$ cat config.mk
export PLATFORM = sky130hd
export DESIGN_NAME = pin_input_filter
export DESIGN_NICKNAME = d
export VERILOG_FILES = /design/src/rtl/pin_input_filter_pkg.sv /design/src/rtl/pin_input_filter_bit.sv /design/src/rtl/pin_input_filter.sv
export SDC_FILE = /design/constraint.sdc
export NUM_CORES = 1
export LEC_CHECK = 0
export CAP_MARGIN = 15
export CORE_UTILIZATION = 40
export DETAILED_ROUTE_END_ITERATION = 10
export GPL_TIMING_DRIVEN = 0
export HOLD_SLACK_MARGIN = 0.03
export PLACE_DENSITY = 0.65
export SLEW_MARGIN = 20
export SYNTH_ARGS = -nofsm -noshare
export SYNTH_HDL_FRONTEND = slang
export SYNTH_SLANG_ARGS = --single-unit
$ cat constraint.sdc
create_clock -name clk_i -period 1.65 [get_ports clk_i]
set_clock_uncertainty 0.2 [all_clocks]
set_input_delay 0.33 -clock clk_i [delete_from_list [all_inputs] [get_ports clk_i]]
set_output_delay 0.33 -clock clk_i [all_outputs]
set_load 0.05 [all_outputs]
$ cat src/rtl/pin_input_filter_pkg.sv
// Shared pin counts, vector types and pin indices for the pad input filter.
package pin_input_filter_pkg;

   localparam int unsigned IN_PIN_NUM        = 8;
   localparam int unsigned INOUT_PIN_NUM     = 68;
   localparam int unsigned PIN_FILT_NUM      = IN_PIN_NUM + INOUT_PIN_NUM;
   localparam int unsigned PIN_SYNC_STAGES   = 2;
   localparam int unsigned PIN_FILTER_CYCLES = 4;

   typedef logic [IN_PIN_NUM-1:0]    sonata_in_pins_t;
   typedef logic [INOUT_PIN_NUM-1:0] sonata_inout_pins_t;
   typedef logic [PIN_FILT_NUM-1:0]  sonata_filt_pins_t;

   // Input-only pad indices within in_pins.
   typedef enum int unsigned {
      IN_PIN_SER0_RX = 0,
      IN_PIN_SER1_RX = 1,
      IN_PIN_SER2_RX = 2,
      IN_PIN_RS232_RX = 3,
      IN_PIN_RS485_RX = 4,
      IN_PIN_SPI0_CIPO = 5,
      IN_PIN_SPI1_CIPO = 6,
      IN_PIN_USRSW = 7
   } in_pin_e;

   // Leading inout pad indices within inout_pins.
   typedef enum int unsigned {
      INOUT_PIN_SCL0 = 0,
      INOUT_PIN_SDA0 = 1,
      INOUT_PIN_SCL1 = 2,
      INOUT_PIN_SDA1 = 3
   } inout_pin_e;

   // Width of a stability counter that must reach cycles-1 without wrapping.
   function automatic int unsigned filt_cnt_width(input int unsigned cycles);
      return $clog2(cycles + 1);
   endfunction

endpackage

$ cat src/rtl/pin_input_filter_bit.sv
// One pad: reset-able synchroniser, optional stability filter and edge pulses.
module pin_filter_bit
   import pin_input_filter_pkg::*;
#(
   parameter int unsigned SyncStages   = PIN_SYNC_STAGES,
   parameter int unsigned FilterCycles = PIN_FILTER_CYCLES,
   parameter logic        ResetVal     = 1'b1
) (
   input  logic clk_i,
   input  logic rst_i,
   input  logic pin_i,
   input  logic filt_en_i,
   output logic pin_o,
   output logic rise_o,
   output logic fall_o
);

   localparam int unsigned   CntW    = filt_cnt_width(FilterCycles);
   localparam logic [CntW-1:0] CntLast = CntW'(FilterCycles - 1);

   logic [SyncStages-1:0] sync_q;
   logic                  y;
   logic                  s_q, s_d;
   logic                  s_prev_q;
   logic [CntW-1:0]       c_q, c_d;

   assign y = sync_q[SyncStages-1];

   // Synchroniser chain; every stage resets so no stale pad value survives reset.
   always_ff @(posedge clk_i) begin
      if (rst_i) begin
         sync_q <= {SyncStages{ResetVal}};
      end else begin
         sync_q <= {sync_q[SyncStages-2:0], pin_i};
      end
   end

   // Next stable value and counter: accept y only after it differs for FilterCycles edges.
   always_comb begin
      s_d = s_q;
      c_d = '0;
      if (!filt_en_i) begin
         s_d = y;
      end else if (y != s_q) begin
         if (c_q == CntLast) begin
            s_d = y;
         end else begin
            c_d = c_q + CntW'(1);
         end
      end
   end

   // Stable, previous-stable and counter registers; reset loads both s and s_prev so no edge fires.
   always_ff @(posedge clk_i) begin
      if (rst_i) begin
         s_q      <= ResetVal;
         s_prev_q <= ResetVal;
         c_q      <= '0;
      end else begin
         s_q      <= s_d;
         s_prev_q <= s_q;
         c_q      <= c_d;
      end
   end

   assign pin_o  = s_q;
   assign rise_o = s_q & ~s_prev_q;
   assign fall_o = ~s_q & s_prev_q;

endmodule

$ cat src/rtl/pin_input_filter.sv
// Synchronises and glitch-filters every in and inout pad ahead of the pinmux.
module pin_input_filter
   import pin_input_filter_pkg::*;
#(
   parameter int unsigned        SyncStages    = PIN_SYNC_STAGES,
   parameter int unsigned        FilterCycles  = PIN_FILTER_CYCLES,
   parameter sonata_in_pins_t    InResetVal    = '1,
   parameter sonata_inout_pins_t InoutResetVal = '1
) (
   input  logic               clk_i,
   input  logic               rst_i,
   input  sonata_in_pins_t    in_pins_i,
   input  sonata_inout_pins_t inout_pins_i,
   input  sonata_filt_pins_t  filt_en_i,
   output sonata_in_pins_t    in_pins_o,
   output sonata_inout_pins_t inout_pins_o,
   output sonata_filt_pins_t  rise_o,
   output sonata_filt_pins_t  fall_o
);

   // In pins occupy the low bits, inout pins the bits above.
   localparam sonata_filt_pins_t ResetVals = {InoutResetVal, InResetVal};

   sonata_filt_pins_t raw;
   sonata_filt_pins_t filt;

   assign raw = {inout_pins_i, in_pins_i};

   for (genvar p = 0; p < PIN_FILT_NUM; p++) begin : g_pin
      pin_filter_bit #(
         .SyncStages  (SyncStages),
         .FilterCycles(FilterCycles),
         .ResetVal    (ResetVals[p])
      ) u_bit (
         .clk_i    (clk_i),
         .rst_i    (rst_i),
         .pin_i    (raw[p]),
         .filt_en_i(filt_en_i[p]),
         .pin_o    (filt[p]),
         .rise_o   (rise_o[p]),
         .fall_o   (fall_o[p])
      );
   end

   assign in_pins_o    = filt[IN_PIN_NUM-1:0];
   assign inout_pins_o = filt[PIN_FILT_NUM-1:IN_PIN_NUM];

endmodule

# [Yosys cells after proc, flatten, opt, wreduce, memory -nomap -nowiden]
# Index checks and enable logic that the tools add are counted.
[word_totals] ff_bits=532 latch_bits=0 mem_bits_rw=0 mem_bits_ro=0 input_bits=154 out_inout_bits=228 word_cells=1520 mem_count=0
[op_classes] addsub=76 multipliers=0 div=0 n_lt_le_gt_ge=0 n_eq_ne=304 n_shift=0 muxes=228 bitwise_logic=456 reduce_logical=152
[ops] operator="$ne 2x1->1 const B" count=152
[ops] operator="$not 1->1" count=304
[ops] operator="$reduce_or 4->1" count=76
[ops] operator="$add 3x1->3 const B" count=76
[ops] operator="$eq 3x2->1 const B" count=76
[ops] operator="$mux 1" count=228
[ops] operator="$and 1x1->1" count=152
[ops] operator="$reduce_and 2->1" count=76
[ops] operator="$ne 1x1->1" count=76

# [Depth between registers and ports, before layout]
# Gate-level depths: netlist (run 1).
[logic_depth] word_depth=4 ltp_mapped=5 depth_no_buf=4

# [By module]
# A second synthesis (run 1) with hierarchy kept.
[unflattened] hier_cells=1748 hier_area_um2=19683.9
[by_module_without_submodules] module="pin_filter_bit" n_inst=76 cells_each=23 area_each_um2=259.0 seq_area_each_um2=140.1

# [Least setup slack after synthesis (run 1)]
# OpenSTA, ideal clock, no wires.
[synth_path] kind="flip-flop to flip-flop" startpoint="reg g_pin[15].u_bit.c_q[0]" endpoint="reg g_pin[15].u_bit.c_q[1]" setup_time_ns=0.096 arrival_time_ns=1.068 required_time_ns=1.354 setup_slack_ns=0.286 stages_incl_launch_ff=5 path_buffers=0 period_less_slack_ns=1.364 path_cell_list="dfxtp_1 -> ha_1 -> ha_1 -> nand2b_1 -> nor4b_1"
[synth_via] elab_chain_cells=2 elab_cells_between_ends=3 cone_classes="add/sub: 1; eq/ne: 1; reduce/logical: 1"
[synth_rtl] item="from (decl)" line="pin_input_filter_bit.sv:25" text="logic [CntW-1:0] c_q, c_d;"
[synth_rtl] item="from (signal assigned)" line="pin_input_filter_bit.sv:58" text="c_q <= '0;"
[synth_rtl] item="from (signal assigned)" line="pin_input_filter_bit.sv:62" text="c_q <= c_d;"
[synth_rtl] item="parallel branches: the longest is 2 deep, another holds $add 3x1->3"
# Parallel ways; which one is timed is not known.
# A chain may end at the register's enable or synchronous reset.

# [Final worst setup path (run 1)]
[layout_path] startpoint="reg g_pin[72].u_bit.s_q" endpoint="out rise_o[72]"
[layout_via] elab_chain_cells=1
[layout_rtl] item="from (decl)" line="pin_input_filter_bit.sv:23" text="logic s_q, s_d;"
[layout_rtl] item="from (signal assigned)" line="pin_input_filter_bit.sv:56" text="s_q <= ResetVal;"
[layout_rtl] item="$and 1x1->1" line="pin_input_filter_bit.sv:67" text="assign rise_o = s_q & ~s_prev_q;"
[layout_rtl] item="to (decl)" line="pin_input_filter.sv:17" text="output sonata_filt_pins_t rise_o,"
# Every way passes these cells.

==> results.txt, run 1 <==
CP max stage delay: 0.37 ns
RSZ-0062 raised after global routing: true
Final setup margin: -0.255 ns
CTS Buf Count: 55
Post-synthesis cell type count: 17
DR pass1 iterations: 4
Vias per std cell: 4.62
CP Max Fanout: 4
Fin cells: 3205
Min Tclk post-route: 1.90 ns
H-tree depth: 2
Register area share after synthesis: 0.488
Final core utilization: 0.576
Mapped Nets: 2341
Setup TNS: -32.44 ns
Final setup viols: 228
Fin area: 31100 um^2
Flops & latches, synth: 532
Pwr/cell area: 910 nW/um^2
Worst rel slew slack: 0.374
Yosys Warn Count: 0
Status: finished, violations left
CP Capture Type: primary output
Hold WS: 0.0523 ns
Root Driver: clkbuf_16
Post-route total power: 28.3 mW
Tcrit/Tclk final: 1.15
Final wirelength: 57200 um
Worst Path Arrival: 1.37 ns
Number of routed nets with antenna violations: 0
DPL Wire Length: 39300 um
Clock Pin Slew Worst Setup and Hold Paths: 0.06 ns
Layout cells sized above 1: 0.441
FILL cells: 4478
Most frequent cells in the layout: 380 x dfxtp_1, 228 x buf_8
DIE HEIGHT: 236 um
Core footprint: 53900 um^2
Worst Setup Start Kind: register
Clock sinks: 532
Critical path's slowest cell: dfxtp_4
Hold/Removal Path Class: in2reg
CTS Buffer Depth: 3
Vias: 14800
Initial core utilization: 0.405
DIE WIDTH: 236 um
IR drop worst, VDD: 785 uV
Mapped Area: 21800 um^2
Cts hold-fix bufs: 0
Fmax: 0.525 GHz
Buffers on Ports: 380
DR iter-0 viols: 413
Placed cell area: 26500 um^2
GR Overflow Total: 0
Kind of critical path: reg2out
GRT Util Overall: 0.203
Mean Syn Cell Area: 10.7 um^2
Final hold violation count: 0
# nets final: 2769
Commonest non-fill, non-tap cell in the layout: dfxtp_1
Row cnt: 85
Req. time, crit path: 1.12 ns
Vias in the first global route: 15600
Slew @ Worst Pin: 0.940 ns
CTS tree: built
Clk_lat worst skew: 0.60 ns
Ports: 382
Routability-driven placement congestion ratio: 0.788
Initial antenna violation count: 6
Post-Place Cells: 3111
Layout area overhead: 42.2%
Final Max Tran Viols: 0
Die Footprint: 55500 um^2
Failing checks: setup timing
First-pass GRT wire length: 86500 um
Cells after Synth: 2035
Residual DRC count: 0
Leak Pwr: 13.2 nW
Pre-CTS setup slack: -0.439 ns
Crit-path cells: nor2b_2 > buf_4 > buf_8
Routed len/inst: 17.9 um
Largest net degree at the start of global routing: 15
Max-Cap Viols: 0
-- power breakdown --
part / switching (mW) / internal (mW) / leakage, nW / total [mW]
logic: 1.46 / 1.33 / 8.02 / 2.79
registers: 0.205 / 13.1 / 4.30 / 13.3
clock network: 5.06 / 7.19 / 0.884 / 12.2
-- cell usage after synthesis --
cell | instances | area, um^2
buf_2 | 26 | 130
buf_4 | 228 | 1710
buf_6 | 27 | 304
clkbuf_1 | 6 | 22.5
dfxtp_1 | 532 | 10700
ha_1 | 152 | 1900
inv_1 | 152 | 571
mux2i_1 | 76 | 761
nand2b_1 | 76 | 475
nor2_1 | 152 | 571
nor2b_1 | 152 | 951
nor4_1 | 132 | 826
nor4_2 | 20 | 250
nor4b_1 | 6 | 52.6
nor4b_2 | 70 | 1050
or2_2 | 152 | 951
xnor2_1 | 76 | 666
-- cell type report --
| cell class | count | area [um^2] | share of cell area |
|---|---|---|---|
| multi-input cells | 1064 | 9340 | 0.300 |
| repair buffers | 496 | 5970 | 0.192 |
| diodes | 5 | 12.5 | 0.000403 |
| plain buffers | 162 | 1470 | 0.0474 |
| inverters | 152 | 571 | 0.0184 |
| well taps | 696 | 871 | 0.0280 |
| clock buffers | 84 | 1660 | 0.0534 |
| flip-flops and latches | 532 | 11100 | 0.356 |
| clock inverters | 14 | 130 | 0.00419 |
-- flip-flops by register name (all words and copies together) (netlist names) --
register	cells
g_pin.u_bit.pin_o	76
g_pin.u_bit.c_q	228
g_pin.u_bit.s_prev_q	76
g_pin.u_bit.sync_q	152
-- routing by layer --
metal | vias to the layer above | track usage | part of all wire
li1 | 7346 | - | -
met1 | 7059 | 0.241 | 0.41
met2 | 285 | 0.366 | 0.51
met3 | 95 | 0.0419 | 0.052
met4 | 8 | 0.0634 | 0.025
met5 | - | 0 | 0.00080
-- cell families after synthesis --
group | count (synthesis) | share of synthesized area
simple gates | 760 | 0.235
flops | 532 | 0.488
buf+inv | 439 | 0.125
fa+ha+maj | 152 | 0.0871
xor+xnor | 76 | 0.0305
mux | 76 | 0.0348
-- worst paths after layout --
check	endpoint	slack, ns	cells past startpoint	start
max	rise_o[72]	-0.25	3	g_pin[72].u_bit.pin_o
min	g_pin[15].u_bit.c_q[1]	0.05	3	rst_i
min reg2reg	g_pin[60].u_bit.sync_q[1]	0.20	1	g_pin[60].u_bit.sync_q[0]
max reg2reg	g_pin[33].u_bit.c_q[1]	0.11	4	g_pin[33].u_bit.c_q[0]
-- what timing repair did --
action                      CTS  global route
pin swaps                     0             0
setup endpoints to repair   228           229
gates resized for setup    2203           186
buffers inserted             78            38
-- critical path: cells and delay by family (launching register included) --
| kind | cells | cell delay [ns] |
|---|---|---|
| buf+inv | 2 | 0.27 |
| flops | 1 | 0.37 |
| simple gates | 1 | 0.15 |
Note: power is estimated with default switching activity, not from simulation.
==> run 2, diff against run 1 <==
Settings changed: PLACE_DENSITY 0.65 to unset, SLEW_MARGIN 20 to unset.
==> results.txt, run 2 (synthesis gave the netlist of run 1 again) <==
Status: finished, violations left
Failing checks: setup timing
DIE HEIGHT: 236 um (unchanged)
Pre-CTS setup slack: -0.459 ns (-0.0197 ns)
RR Endpoint: g_pin[10].u_bit.c_q[1]
Max-Cap Viols: 0 (unchanged)
CTS tree: built
Vias per std cell: 4.59 (-0.57%)
CP Capture Type: primary output
DR pass1 iterations: 4 (unchanged)
Worst hold start: inout_pins_i[7]
GRT Util Overall: 0.201 (-0.00240)
Most frequent cells in the layout: 382 x dfxtp_1, 222 x buf_8
Pwr/cell area: 930 nW/um^2 (+2.1%)
Worst setup startpoint: g_pin[15].u_bit.pin_o
Initial antenna violation count: 9 (+3)
Max reg flops: 228 (unchanged)
Req. time, crit path: 1.12 ns (about the same)
Layout area overhead: 43.0%
Hold WS: 0.0937 ns (+0.0415 ns)
Largest regs: g_pin.u_bit.c_q: 228 flops, g_pin.u_bit.sync_q: 152 flops
R2r startpoint: g_pin[10].u_bit.pin_o
CP Max Fanout: 4 (unchanged)
FILL cells: 4535 (+1.3%)
Final Max Tran Viols: 0 (unchanged)
Routability-driven placement congestion ratio: 0.757 (-4.0%)
Kind of critical path: reg2out
Clock Pin Slew Worst Setup and Hold Paths: 0.06 ns (about the same)
CTS Buf Count: 57 (+3.6%)
Root Driver: clkbuf_16
Reg2reg setup slack: 0.10 ns (about the same)
Hold/Removal Path Class: in2reg
Final hold violation count: 0 (unchanged)
CTS Buffer Depth: 3 (unchanged)
Worst Path Arrival: 1.36 ns (about the same)
Min Tclk post-route: 1.89 ns (-0.0139 ns)
Leak Pwr: 13.3 nW (+0.66%)
Core footprint: 53900 um^2 (unchanged)
Layout cells sized above 1: 0.442 (+0.00124)
IR drop worst, VDD: 812 uV (+3.4%)
Clk_lat worst skew: 0.59 ns (about the same)
Setup TNS: -30.52 ns (+1.92 ns)
Final setup viols: 228 (unchanged)
Residual DRC count: 0 (unchanged)
Slew @ Worst Pin: 0.823 ns (-0.116 ns)
H-tree depth: 2 (unchanged)
Ports: 382 (unchanged)
Vias: 14700 (-0.64%)
RSZ-0062 raised after global routing: true
WHS Endpoint: g_pin[15].u_bit.sync_q[0]
DR iter-0 viols: 329 (-20%)
GR Overflow Total: 0 (unchanged)
Top reg by flops: g_pin.u_bit.c_q
Final setup margin: -0.241 ns (+0.0139 ns)
Fmax: 0.529 GHz (+0.73%)
Die Footprint: 55500 um^2 (unchanged)
Row cnt: 85 (unchanged)
Largest net degree at the start of global routing: 14 (-1)
Buffers on Ports: 380 (unchanged)
Final wirelength: 56000 um (-2.1%)
Final core utilization: 0.579 (+0.00292)
Clock sinks: 532 (unchanged)
First-pass GRT wire length: 85300 um (-1.4%)
Worst Setup Start Kind: register
R2R depth: 6 (+2)
Commonest non-fill, non-tap cell in the layout: dfxtp_1
Hold Path Stages: 2 (-1)
Initial core utilization: 0.405 (unchanged)
Fin cells: 3203 (-0.062%)
# nets final: 2766 (-0.11%)
Worst rel slew slack: 0.451 (+0.0776)
DPL Wire Length: 39500 um (+0.36%)
Vias in the first global route: 15200 (-2.7%)
Routed len/inst: 17.5 um (-2.1%)
Number of routed nets with antenna violations: 0 (unchanged)
Post-Place Cells: 3111 (unchanged)
DIE WIDTH: 236 um (unchanged)
Tcrit/Tclk final: 1.15 (-0.00842)
==> run 2: cell count changes in the layout (fill, tap and decap cells not counted), moves of 4 or more <==
| cell | previous run | this run |
|---|---|---|
| nor2b_2 | 13 | 8 |
| clkinv_2 | 9 | 14 |
| buf_12 | 1 | 6 |
| buf_8 | 228 | 222 |
| dfxtp_4 | 84 | 88 |
| dfxtp_2 | 68 | 62 |
| clkbuf_1 | 20 | 13 |
| clkbuf_8 | 13 | 18 |
| diode_2 | 5 | 1 |
==> run 2: timing repair <==
action	4_1_cts	5_1_grt
hold buffers	1	0
setup buffers	71	41
setup endpoints to repair	228	244
hold endpoints to repair	2	0
cloned	0	0
gates resized for setup	2230	171
==> run 2: routing by layer <==
layer,track usage,wire length (um),vias to the layer above
met5,0,92,-
met4,0.0459,1030,14
met3,0.0550,3250,87
met2,0.350,27400,287
met1,0.245,24200,6993
li1,-,-,7318
==> run 2: how the worst max path moves through the flow <==
| stage | cells past startpoint | endpoint |
|---|---|---|
| finish | 3 | rise_o[15] |
| global route | 3 | fall_o[9] |
| CTS | 3 | rise_o[71] |
| detailed placement | 3 | rise_o[3] |
| global placement | 3 | rise_o[61] |
| floorplan | 4 | g_pin[15].u_bit.c_q[1] |
==> run 2: layout make-up <==
class | count | area (um^2) | area share
multi-input cells | 1064 | 9350 | 0.299
plain buffers | 160 | 1470 | 0.0472
flip-flops and latches | 532 | 11100 | 0.354
diodes | 1 | 2.50 | 0.0000801
clock buffers | 82 | 1700 | 0.0544
clock inverters | 23 | 255 | 0.00817
repair buffers | 493 | 5950 | 0.191
inverters | 152 | 571 | 0.0183
well taps | 696 | 871 | 0.0279
==> run 2: where the power goes <==
group          total [mW]  internal (mW)  switching (mW)
clock network        13.0           7.92            5.10
logic                2.78           1.33            1.45
registers            13.2           13.0           0.203
==> run 2: through the flow <==
| step | area, um^2 | power, mW |
|---|---|---|
| finish | 31200 | 29.0 |
| global route | 31200 | 30.2 |
| CTS | 30800 | 29.4 |
| detailed placement | 26500 | 16.1 |
| global placement | 26500 | 16.1 |
| floorplan | 21800 | 15.1 |
==> run 2: critical path, stage by stage (launching register included) <==
cell and delay (ns):
dfxtp_4 0.36, nor2b_2 0.14, buf_4 0.13, buf_8 0.14
==> run 3, diff against run 2 <==
Settings changed: SLEW_MARGIN set to 20.
==> results of run 3 <==
Same layout as run 2: the final DEF is identical, and so are final timing and power.
